**src/rtl/alu_seq_if.sv**
```systemverilog
// Command and result handshake bundle for alu_seq.
// master = command issuer / result consumer, slave = alu_seq.
interface alu_seq_if;
   logic        cmd_valid;
   logic        cmd_ready;
   logic [3:0]  cmd_inst;
   logic [10:0] cmd_arg1;
   logic [10:0] cmd_arg2;
   logic        res_valid;
   logic        res_ready;
   logic [10:0] res_data;

   modport master (
      output cmd_valid, cmd_inst, cmd_arg1, cmd_arg2, res_ready,
      input  cmd_ready, res_valid, res_data
   );

   modport slave (
      input  cmd_valid, cmd_inst, cmd_arg1, cmd_arg2, res_ready,
      output cmd_ready, res_valid, res_data
   );
endinterface

```
**src/rtl/alu_seq.sv**
```systemverilog
// Accumulator sequencer in front of an external combinational ALU.
// One command at a time: IDLE -> EXEC (1 or MUL_CYC cycles) -> RESP.
// The accumulator and result register update on the last EXEC edge.
module alu_seq #(
   parameter int MUL_CYC = 2
) (
   input  logic        clk,
   input  logic        rst,
   alu_seq_if.slave    bus,
   input  logic        acc_clr,
   output logic [3:0]  alu_inst,
   output logic [10:0] alu_arg1,
   output logic [10:0] alu_arg2,
   output logic [10:0] alu_acc,
   input  logic [10:0] alu_out,
   output logic [10:0] acc,
   output logic        busy,
   output logic [7:0]  op_count
);

   localparam int CW = (MUL_CYC > 1) ? $clog2(MUL_CYC) : 1;

   typedef enum logic [1:0] {IDLE, EXEC, RESP} state_t;

   state_t      state_q, state_d;
   logic [3:0]  alu_inst_q, alu_inst_d;
   logic [10:0] alu_arg1_q, alu_arg1_d;
   logic [10:0] alu_arg2_q, alu_arg2_d;
   logic [10:0] alu_acc_q, alu_acc_d;
   logic [10:0] acc_q, acc_d;
   logic [10:0] res_data_q, res_data_d;
   logic [7:0]  op_count_q, op_count_d;
   logic [CW-1:0] cnt_q, cnt_d;
   logic        cmd_ready;
   logic        accept;
   logic [10:0] commit_val;

   // Ready only when idle and no clear pending; held low through reset.
   always_comb begin
      cmd_ready = (state_q == IDLE) && !acc_clr && !rst;
      accept    = bus.cmd_valid && cmd_ready;
   end

   // Value the accumulator takes at commit: ALU result, bypass for LDA, else hold.
   always_comb begin
      commit_val = acc_q;
      if (alu_inst_q inside {4'd5, 4'd6, 4'd7, 4'd8})
         commit_val = alu_out;
      else if (alu_inst_q == 4'd1)
         commit_val = alu_arg1_q;
   end

   // Next-state and register updates; everything holds unless the state acts on it.
   always_comb begin
      state_d    = state_q;
      alu_inst_d = alu_inst_q;
      alu_arg1_d = alu_arg1_q;
      alu_arg2_d = alu_arg2_q;
      alu_acc_d  = alu_acc_q;
      acc_d      = acc_q;
      res_data_d = res_data_q;
      op_count_d = op_count_q;
      cnt_d      = cnt_q;
      case (state_q)
         IDLE: begin
            if (acc_clr) begin
               acc_d = '0;
            end else if (accept) begin
               alu_inst_d = bus.cmd_inst;
               alu_arg1_d = bus.cmd_arg1;
               alu_arg2_d = bus.cmd_arg2;
               alu_acc_d  = acc_q;
               cnt_d      = (bus.cmd_inst == 4'd7) ? CW'(MUL_CYC - 1) : '0;
               state_d    = EXEC;
            end
         end
         EXEC: begin
            if (cnt_q == '0) begin
               acc_d      = commit_val;
               res_data_d = commit_val;
               op_count_d = op_count_q + 8'd1;
               state_d    = RESP;
            end else begin
               cnt_d = cnt_q - CW'(1);
            end
         end
         RESP: begin
            if (bus.res_ready) state_d = IDLE;
         end
         default: state_d = IDLE;
      endcase
   end

   // State and datapath registers; reset wins over any in-flight command.
   always_ff @(posedge clk) begin
      if (rst) begin
         state_q    <= IDLE;
         alu_inst_q <= '0;
         alu_arg1_q <= '0;
         alu_arg2_q <= '0;
         alu_acc_q  <= '0;
         acc_q      <= '0;
         res_data_q <= '0;
         op_count_q <= '0;
         cnt_q      <= '0;
      end else begin
         state_q    <= state_d;
         alu_inst_q <= alu_inst_d;
         alu_arg1_q <= alu_arg1_d;
         alu_arg2_q <= alu_arg2_d;
         alu_acc_q  <= alu_acc_d;
         acc_q      <= acc_d;
         res_data_q <= res_data_d;
         op_count_q <= op_count_d;
         cnt_q      <= cnt_d;
      end
   end

   assign bus.cmd_ready = cmd_ready;
   assign bus.res_valid = (state_q == RESP);
   assign bus.res_data  = res_data_q;
   assign alu_inst      = alu_inst_q;
   assign alu_arg1      = alu_arg1_q;
   assign alu_arg2      = alu_arg2_q;
   assign alu_acc       = alu_acc_q;
   assign acc           = acc_q;
   assign busy          = (state_q != IDLE);
   assign op_count      = op_count_q;

endmodule

```
**src/flat_wrapper.sv**
```systemverilog
// flat-port wrapper written by rule: the top's interface ports become plain ports
module alu_seq_flat 
#(
   parameter int MUL_CYC = 2
)
  (clk, rst, acc_clr, alu_inst, alu_arg1, alu_arg2, alu_acc, alu_out, acc, busy, op_count, bus_cmd_valid, bus_cmd_inst, bus_cmd_arg1, bus_cmd_arg2, bus_res_ready, bus_cmd_ready, bus_res_valid, bus_res_data);
  alu_seq_if bus_i ();
  input  logic clk;
  input  logic rst;
  input  logic acc_clr;
  output logic [3:0] alu_inst;
  output logic [10:0] alu_arg1;
  output logic [10:0] alu_arg2;
  output logic [10:0] alu_acc;
  input  logic [10:0] alu_out;
  output logic [10:0] acc;
  output logic busy;
  output logic [7:0] op_count;
  input wire logic [$bits(bus_i.cmd_valid)-1:0] bus_cmd_valid;
  input wire logic [$bits(bus_i.cmd_inst)-1:0] bus_cmd_inst;
  input wire logic [$bits(bus_i.cmd_arg1)-1:0] bus_cmd_arg1;
  input wire logic [$bits(bus_i.cmd_arg2)-1:0] bus_cmd_arg2;
  input wire logic [$bits(bus_i.res_ready)-1:0] bus_res_ready;
  output wire logic [$bits(bus_i.cmd_ready)-1:0] bus_cmd_ready;
  output wire logic [$bits(bus_i.res_valid)-1:0] bus_res_valid;
  output wire logic [$bits(bus_i.res_data)-1:0] bus_res_data;
  assign bus_i.cmd_valid = bus_cmd_valid;
  assign bus_i.cmd_inst = bus_cmd_inst;
  assign bus_i.cmd_arg1 = bus_cmd_arg1;
  assign bus_i.cmd_arg2 = bus_cmd_arg2;
  assign bus_i.res_ready = bus_res_ready;
  assign bus_cmd_ready = bus_i.cmd_ready;
  assign bus_res_valid = bus_i.res_valid;
  assign bus_res_data = bus_i.res_data;
  alu_seq #(.MUL_CYC(MUL_CYC)) u_core (.clk(clk), .rst(rst), .bus(bus_i), .acc_clr(acc_clr), .alu_inst(alu_inst), .alu_arg1(alu_arg1), .alu_arg2(alu_arg2), .alu_acc(alu_acc), .alu_out(alu_out), .acc(acc), .busy(busy), .op_count(op_count));
endmodule
```
**config.mk**
```make
export PLATFORM = sky130hd
export DESIGN_NAME = alu_seq_flat
export DESIGN_NICKNAME = d
export VERILOG_FILES = /design/src/rtl/alu_seq_if.sv /design/src/rtl/alu_seq.sv /design/src/flat_wrapper.sv
export SDC_FILE = /design/constraint.sdc
export NUM_CORES = 1
export LEC_CHECK = 0
export ABC_AREA = 1
export BUFFER_PORTS_ARGS = -buffer_cell sky130_fd_sc_hd__clkbuf_2
export CAP_MARGIN = 10
export CORE_MARGIN = 10
export CORE_UTILIZATION = 44
export DETAILED_ROUTE_END_ITERATION = 8
export HOLD_SLACK_MARGIN = 0.1
export PLACE_DENSITY = 0.76
export SLEW_MARGIN = 20
export SYNTH_ARGS = -nofsm -noshare
export SYNTH_HDL_FRONTEND = slang
export SYNTH_SLANG_ARGS = --single-unit
```
**constraint.sdc**
```tcl
create_clock -name clk -period 1.1 [get_ports clk]
set_input_delay 0.11 -clock clk [delete_from_list [all_inputs] [get_ports clk]]
set_output_delay 0.11 -clock clk [all_outputs]
set_load 0.005 [all_outputs]
```
==> impl_metrics.csv, run 1 <==
group,metric,value,unit
outcome,outcome,"complete, but fails checks",
outcome,violations,"setup timing",
placement,io_buffer_count,111,
clock_tree,clockRootBuffer,"clkbuf_8",
detailed_routing,via_per_inst,6.117,
detailed_routing,num_vias,4227,
pwr,total_power,6.047,mW
global_route,grt_pass1_vias,3987,
synthesis,synth_cells,411,
timing,finalWorstSetupSlack,-389.9,ps
global_route,grt_max_degree,24,
synthesis,synth_ff_type,"dfxtp_1",
clock_tree,h-tree-depth,3,
placement,dpl.cell_count,614,
worst_setup_path,crit_chain,"nor2_4, buf_4, nand3_4, buf_4, buf_16, a21oi_1",
worst_setup_path,cp.arrival,1760,ps
global_route,grt_usage,26.07,%
timing,hold_violations,0,
pwr,p_per_area,1085,nW/um^2
worst_setup_path,slowest_stage,"dfxtp_4",
finish,fin_cells,691,
worst_setup_path,startpoint_type,"register",
global_route,grt_pass1_wl,21.18,mm
worst_setup_path,cpMostUsedCell,"buf_4",
worst_setup_path,cp_max_fo,7,
synthesis,ys_warn_count,0,
placement,pre_cts_ws,-236.8,ps
timing,drv_slew,0,
timing,fin_skew,16.38,ps
synthesis,synth.distinct_cells,24,
worst_setup_path,worst_setup_path_end_kind,"register",
detailed_routing,post_drt_wl_per_cell,24.16,um
timing,tightestPinTransition,370.8,ps
placement,gp_congestion,0.8988,
detailed_routing,ant_nets,0,
finish,area_growth,87.37,%
pwr,vdd_drop_max,1.164,mV
placement,dp_hpwl,7.287,mm
synthesis,synth_edf_count,0,
synthesis,ys_ff_latch,70,
synthesis,syn_area_per_cell,7.233,sq um
clock_tree,tritoncts,"done",
die,core_area,6459,sq um
worst_setup_path,cp_top_family,"buffers and inverters",
worst_setup_path,cp.required,1370,ps
clock_tree,clkSinkCount,70,
worst_setup_path,crit_buf_inv,3,
detailed_routing,drc,0,
die,ioPinCount,112,
die,rows,29,
synthesis,async_reset_ff_share,0,%
finish,layout-drive-gt1-share,59.87,%
die,die_h,102.2,um
timing,grt_setup_unrepaired,"true",
clock_tree,clk_pin_slew_worst_paths,80,ps
synthesis,syn-cell-area,2973,sq um
synthesis,yosysSeqAreaShare,47.14,%
global_route,antenna_found_initial,0,
detailed_routing,wl,16.70,mm
worst_setup_path,r2r_setup_slack,-390,ps
timing,slew_headroom,75.28,%
timing,fmax,671.2,MHz
clock_tree,clkLatencyLatePin,380,ps
die,die_width,102.2,um
die,dieArea,10440,sq um
worst_setup_path,cp_slowest_stage_delay,370,ps
pwr,power_leakage,2.438,nW
die,start_util,46.03,%
run,drv_cap,0,
global_route,grt-ovfl-total,0,
clock_tree,cts_buffer_depth,2,
min_path,hp-class,"in -> reg",
detailed_routing,drt_pass1_iterations,5,
detailed_routing,drtIter0Drc,438,
timing,period_minus_slack,1490,ps
finish,num-fill-cells,292,
timing,setup_violations,76,
worst_setup_path,crit_type,"reg -> reg",
synthesis,synth_nets,454,
clock_tree,numCtsBuffers,9,
timing,layout_worst_path_cycle_share,135.4,%
finish,layout.nets,652,
-- sequential cells by signal, indices dropped and copies added, names as in the netlist --
register	count
u_core.alu_arg1	11
u_core.cnt_q	1
u_core.acc	11
u_core.bus.res_data	11
u_core.alu_inst	4
u_core.alu_arg2	11
u_core.alu_acc	11
u_core.state_q	2
u_core.op_count	8
-- worst register-to-register path, stage by stage, from the launching register on --
cell,delay [ps]
dfxtp_4,370
nor2_4,130
buf_4,130
nand3_4,160
buf_4,220
buf_16,130
a21oi_1,240
-- kinds of logic (layout without fill, tap and decap cells) --
logic type / Yosys count / count (layout) / share of synthesized area, %
AOI/OAI and AO/OA: 97 / 97 / 17.21
and+or+nand+nor: 170 / 173 / 24.79
DFF: 70 / 70 / 47.14
other: 0 / 1 / 0
adders and majority gates: 1 / 1 / 0.4208
buffers and inverters: 73 / 272 / 10.44
-- power breakdown --
part / switching (mW) / internal (mW) / total [mW]
registers: 0.0876 / 2.60 / 2.69
clock network: 1.07 / 1.06 / 2.13
logic: 0.664 / 0.560 / 1.22
-- layout by cell type, fill, tap and decap left out, types with 6 or more instances in the layout --
master / Yosys / final
nand2_2: 2 / 36
dfxtp_2: 0 / 10
nand4_1: 13 / 13
inv_1: 44 / 33
nor2_4: 1 / 8
a21oi_2: 0 / 29
o21ai_2: 0 / 22
clkbuf_8: 0 / 13
dfxtp_1: 70 / 56
buf_12: 0 / 6
nand2_1: 117 / 64
nand3_4: 0 / 8
dlygate4sd3_1: 0 / 27
a21oi_1: 57 / 27
nand2_4: 0 / 19
buf_4: 0 / 32
o21a_1: 10 / 10
buf_6: 2 / 26
nand3_2: 1 / 7
clkbuf_2: 0 / 107
inv_2: 4 / 12
-- routing by layer --
layer  track usage, %  wire, um
met1            29.41      5571
met2            43.51      7760
met3            8.097      2094
met4            13.45      1271
met5                0         0
-- synthesized netlist by cell type (2+ instances only) --
cell / n / area share [%]
nand2_1: 117 / 15
o21ai_1: 15 / 2.5
nand4_1: 13 / 2.7
clkbuf_1: 5 / 0.63
dfxtp_1: 70 / 47
inv_1: 44 / 5.6
nor2_2: 5 / 1.1
a21oi_1: 57 / 9.6
o21ai_0: 14 / 2.4
buf_2: 16 / 2.7
nand3_1: 18 / 3.0
o21a_1: 10 / 2.5
inv_2: 4 / 0.50
nor2_1: 7 / 0.88
buf_6: 2 / 0.76
nor3_1: 5 / 0.84
nand2_2: 2 / 0.42
-- layout make-up --
cell class | instances | area [sq um] | share of cell area [%]
well taps | 77 | 96.34 | 1.730
clock buffers | 15 | 186.4 | 3.347
flip-flops and latches | 70 | 1429 | 25.65
diodes | 1 | 2.502 | 0.04492
repair buffers | 208 | 1649 | 29.60
inverters | 49 | 203.9 | 3.661
multi-input cells | 271 | 2003 | 35.96
-- repair_timing --
action                                 CTS  global route
endpoints found under the hold margin   28             0
setup endpoints to repair               72            78
gates cloned                            10             2
gates resized for setup                128           136
pin swaps                               25            37
hold buffers                            27             0
setup buffers                           11            12
-- metrics by stage --
stage / hold slack, ps / TNS [ps] / cell area [sq um] / util (%)
floorplan: 252.7 / -205.9 / 2987 / -
CTS: 121.1 / -9888 / 4976 / 77.04
global placement: 340.8 / -7031 / 3860 / 59.76
detailed placement: 347.5 / -9085 / 3860 / 59.76
global route: 192.2 / -22810 / 5568 / 86.21
finish: 168.3 / -21080 / 5570 / 86.25
-- final timing paths --
path	startpoint	end	cells after the start
min	alu_out[1]	u_core.bus.res_data[1]	5
max	u_core.state_q[0]	u_core.alu_arg1[1]	6
min reg2reg	u_core.alu_arg2[1]	u_core.alu_arg2[1]	2
max reg2reg	u_core.state_q[0]	u_core.alu_arg1[1]	6
Power figures use the tool's default switching activity.
==> inputs of run 2 (changes only) <==
--- a/config.mk
+++ b/config.mk
@@ -15,2 +15,4 @@
 export PLACE_DENSITY = 0.76
+export REMOVE_ABC_BUFFERS = 1
+export SKIP_LAST_GASP = 1
 export SLEW_MARGIN = 20
--- a/constraint.sdc
+++ b/constraint.sdc
@@ -3,2 +3,2 @@
 set_output_delay 0.11 -clock clk [all_outputs]
-set_load 0.005 [all_outputs]
+set_load 0.05 [all_outputs]
==> impl_metrics.csv, run 2 (same netlist as run 1, synthesis figures left out) <==
group,metric,value,unit
detailed_routing,wl,15.73,mm
timing,fmax,680.0,MHz
worst_setup_path,startpoint_type,"register",
timing,drv_slew,0,
timing,hold_violations,0,
timing,grt_setup_unrepaired,"true",
detailed_routing,via_per_inst,5.930,
run,drv_cap,0,
die,core_area,6459,sq um
timing,layout_worst_path_cycle_share,133.7,%
clock_tree,numCtsBuffers,9,
finish,num-fill-cells,266,
timing,tightestPinTransition,290.8,ps
global_route,antenna_found_initial,0,
die,dieArea,10440,sq um
worst_setup_path,crit_type,"reg -> reg",
detailed_routing,drc,0,
placement,gp_congestion,0.8422,
outcome,outcome,"complete, but fails checks",
timing,fin_setup_tns,-20030,ps
pwr,p_comb_share,22.6,%
timing,slew_headroom,80.70,%
finish,layout_common_cells,"nand2_1 (96), dfxtp_1 (49), clkbuf_2 (44), inv_1 (41), buf_4 (33)",
timing,setup_violations,83,
die,ioPinCount,112,
global_route,grt_pass1_wl,21.62,mm
finish,layout.nets,643,
pwr,power_switching,2.002,mW
global_route,grt-ovfl-total,0,
finish,ff_latch_area,1438,sq um
finish,final_util,88.73,%
clock_tree,tritoncts,"done",
die,die_width,102.2,um
clock_tree,h-tree-depth,3,
pwr,p_int,4.383,mW
clock_tree,clk_pin_slew_worst_paths,80,ps
detailed_routing,drtIter0Drc,498,
finish,layout_commonest_cell,"nand2_1",
finish,layout-drive-gt1-share,50.08,%
pwr,vdd_drop_max,1.226,mV
die,die_h,102.2,um
detailed_routing,post_drt_wl_per_cell,23.06,um
worst_setup_path,cp_max_fo,10,
min_path,hp-class,"in -> reg",
clock_tree,clockRootBuffer,"clkbuf_8",
die,rows,29,
global_route,grt_max_degree,19,
timing,period_minus_slack,1471,ps
global_route,grt_usage,26.62,%
placement,io_buffer_count,111,
timing,hold_ws,149.6,ps
worst_setup_path,worst_setup_path_end_kind,"register",
pwr,switching_share,31.36,%
worst_setup_path,cp.arrival,1730,ps
pwr,pwr-share-seq,41.9,%
die,start_util,46.03,%
pwr,p_per_area,1114,nW/um^2
detailed_routing,drt_pass1_iterations,6,
timing,finalWorstSetupSlack,-370.7,ps
pwr,power_leakage,2.550,nW
worst_setup_path,cp.required,1360,ps
global_route,grt_pass1_vias,4056,
clock_tree,clkSinkCount,70,
detailed_routing,ant_nets,0,
placement,dp_hpwl,6.872,mm
pwr,total_power,6.385,mW
pwr,clkPwrFrac,35.5,%
finish,antenna_cells,0,
finish,multi_input_area,1675,sq um
clock_tree,cts_buffer_depth,2,
timing,fin_skew,14.52,ps
finish,area_growth,92.76,%
outcome,violations,"setup timing",
detailed_routing,num_vias,4044,
clock_tree,clkLatencyLatePin,370,ps
[run 2: changes by cell type in the layout (fill, tap and decap cells not counted), moves of 11 or more]
cell,previous run,this run
clkbuf_2,107,44
nand2_1,64,96
nand2_2,36,14
clkbuf_4,0,20
clkbuf_8,13,26
o21ai_1,2,15
o21ai_2,22,10
buf_2,2,13
[run 2: timing repair]
| item | CTS | global route |
|---|---|---|
| gates cloned | 12 | 0 |
| setup endpoints to repair | 104 | 123 |
| pin swaps | 30 | 8 |
| endpoints found under the hold margin | 28 | 0 |
| hold buffers | 27 | 0 |
| resized for setup | 180 | 122 |
| setup buffers | 12 | 11 |
[run 2: worst paths after layout]
path         cells past startpoint                 from  slack (ps)                     end
max                             10   u_core.alu_inst[0]        -370           u_core.acc[2]
min reg2reg                      2  u_core.alu_arg2[10]         460     u_core.alu_arg2[10]
max reg2reg                     10   u_core.alu_inst[0]        -370           u_core.acc[2]
min                              5           alu_out[5]         150  u_core.bus.res_data[5]
[run 2: layout make-up]
class / instances / share of cell area, %
inverter: 49 / 3.472
sequential: 70 / 25.09
clock inverter: 5 / 1.004
clock buffer: 11 / 2.642
tap: 77 / 1.681
timing repair buffer: 202 / 36.88
multi-input combinational: 268 / 29.24
[run 2: critical path, stage by stage, from the launching register on]
cell and delay, ps:
dfxtp_2 400, inv_2 90, nor2_4 120, nand2_2 100, buf_6 160, nand2_1 90
o21ai_1 80, nand2_1 70, nand3_1 130, nand2_1 100, inv_1 40
[run 2: power groups by stage]
stage,Clock (mW),Combinational (mW),Sequential [mW]
after floorplan,0,0.252,2.95
final,2.27,1.44,2.68
after global placement,0,0.863,2.71
after CTS,2.20,1.25,2.66
after global routing,2.37,1.49,2.68
after detailed placement,0,0.877,2.72
[run 2: routing by layer]
layer / share of wire, % / vias to the layer above / global-route usage (%)
met3: 11 / 106 / 7.827
met1: 34 / 1888 / 30.24
li1: - / 1705 / -
met5: 0 / - / 0
met2: 48 / 345 / 44.00
met4: 6.2 / 0 / 14.86
[run 2: per-stage QoR]
step                      worst slack, ps  instance area [sq um]  cells
after floorplan                    -871.3                   2848    387
after global placement             -135.3                   3830    607
after detailed placement           -159.8                   3830    607
after CTS                          -311.1                   5375    672
after global routing               -410.7                   5731    682
final                              -370.7                   5731    682
==> inputs of run 3 (changes only) <==
CORE_MARGIN = default   (was 10)
CORE_UTILIZATION = 25   (was 44)
PLACE_DENSITY = default   (was 0.76)
SKIP_LAST_GASP = default   (was 1)
==> impl_metrics.csv, run 3 (same netlist as run 1, synthesis figures left out) <==
group,metric,value,unit
min_path,hp-class,"in -> reg",
outcome,outcome,"complete, but fails checks",
worst_setup_path,startpoint_type,"register",
clock_tree,clk_pin_slew_worst_paths,60,ps
die,start_util,25.81,%
worst_setup_path,rr_startpoint,"u_core.state_q[0]",
timing,fmax,707.7,MHz
min_path,min_to,"u_core.acc[3]",
clock_tree,h-tree-depth,3,
placement,pre_cts_ws,-211.9,ps
timing,grt_setup_unrepaired,"true",
timing,tightestPinTransition,335.8,ps
die,core_area,11520,sq um
clock_tree,clkSinkCount,70,
finish,design_area,5929,sq um
finish,layout_common_cells,"nand2_1 (87), clkbuf_2 (59), dfxtp_1 (55), buf_4 (40), inv_1 (36)",
global_route,antenna_found_initial,0,
pwr,power_leakage,2.530,nW
global_route,grt_pass1_wl,19.08,mm
die,die_width,111.0,um
timing,finalWorstSetupSlack,-313.0,ps
global_route,grt-ovfl-total,0,
timing,period_minus_slack,1413,ps
timing,slew_headroom,77.62,%
worst_setup_path,worst_setup_path_end_kind,"output pin",
placement,dp_hpwl,6.827,mm
detailed_routing,ant_nets,0,
detailed_routing,drc,12,
clock_tree,numCtsBuffers,9,
worst_setup_path,crit_type,"reg -> out",
detailed_routing,post_drt_wl_per_cell,15.60,um
clock_tree,clkLatencyLatePin,330,ps
worst_setup_path,cp_max_fo,3,
placement,place_area,3915,sq um
die,dieArea,12330,sq um
timing,layout_worst_path_cycle_share,128.5,%
clock_tree,tritoncts,"done",
run,drv_cap,0,
placement,gp_congestion,0.8006,
finish,fin_cells,750,
die,rows,39,
detailed_routing,via_per_inst,4.756,
finish,area_growth,99.45,%
placement,io_buffer_count,111,
finish,antenna_cells,0,
finish,layout_commonest_cell,"nand2_1",
min_path,min_from,"alu_out[3]",
worst_setup_path,cp.arrival,1300,ps
pwr,p_per_area,1197,nW/um^2
placement,dpl.cell_count,680,
timing,drv_slew,0,
clock_tree,clockRootBuffer,"clkbuf_16",
min_path,holdPathStages,5,
global_route,grt_usage,19.94,%
die,ioPinCount,112,
detailed_routing,drtIter0Drc,166,
finish,layout.nets,645,
finish,layout-drive-gt1-share,54.20,%
worst_setup_path,rr_endpoint,"u_core.state_q[0]",
global_route,grt_max_degree,22,
clock_tree,cts_buffer_depth,2,
die,die_h,111.0,um
pwr,total_power,7.097,mW
timing,setup_violations,74,
detailed_routing,drt_pass1_iterations,7,
timing,hold_ws,172.6,ps
global_route,grt_pass1_vias,3763,
detailed_routing,wl,11.70,mm
timing,fin_skew,5.974,ps
worst_setup_path,cp.required,990,ps
worst_setup_path,r2r_cells,10,
detailed_routing,num_vias,3567,
pwr,vdd_drop_max,1.005,mV
worst_setup_path,r2r_setup_slack,-290,ps
outcome,violations,"DRC, setup timing",
timing,hold_violations,0,
[run 3: cell types whose count changed in the layout (fill, tap and decap cells not counted), sizes merged]
cell / before / now
buf: 90 / 88
bufinv: 1 / 2
bufbuf: 1 / 0
clkinvlp: 3 / 1
clkinv: 2 / 4
clkbuf: 95 / 99
[run 3: report_power, final]
group          switching (mW)  internal (mW)
Combinational           0.776          0.583
Sequential             0.0686           2.61
Clock                    1.08           1.98
Total                    1.93           5.17
[run 3: area by class of cell]
type                       count  area, sq um
clock buffer                  10        229.0
clock inverter                 6        86.33
fill                        1040         5587
inverter                      49        198.9
multi-input combinational    268         1848
sequential                    70         1433
tap                          143        178.9
timing repair buffer         204         1956
[run 3: critical path, stage by stage, from the launching register on]
cell,delay [ps]
dfxtp_2,350
nor2_4,120
buf_6,110
inv_2,30
nor3_2,100
buf_4,140
buf_12,120
[run 3: routing by layer]
layer	wire length [um]	track usage [%]	vias to the layer above
li1	-	-	1725
met1	4810	23.20	1705
met2	6022	35.43	116
met3	616	4.374	21
met4	253	8.018	0
met5	0	0	-
[run 3: worst max-delay path by stage]
stage | startpoint | to | cells past startpoint
final | u_core.state_q[1] | bus_cmd_ready | 6
after global routing | u_core.state_q[1] | bus_cmd_ready | 6
after CTS | u_core.state_q[0] | bus_cmd_ready | 6
after detailed placement | u_core.alu_inst[0] | u_core.acc[0] | 10
after global placement | u_core.alu_inst[0] | u_core.bus.res_data[0] | 10
after floorplan | u_core.state_q[1] | bus_cmd_ready | 3
[run 3: repair_timing]
item | 4_1_cts | 5_1_grt
hold endpoints to repair | 27 | 0
hold buffers | 27 | 0
pin swaps | 39 | 21
cloned | 10 | 0
gates resized for setup | 245 | 84
setup buffers | 17 | 8
endpoints found under the setup margin | 94 | 107
[run 3: stage by stage]
step / utilization [%] / TNS [ps]
after global routing: 51.49 / -22050
after detailed placement: 34.00 / -8976
after floorplan: - / -40230
after CTS: 49.76 / -13940
after global placement: 34.00 / -5353
final: 51.49 / -17870
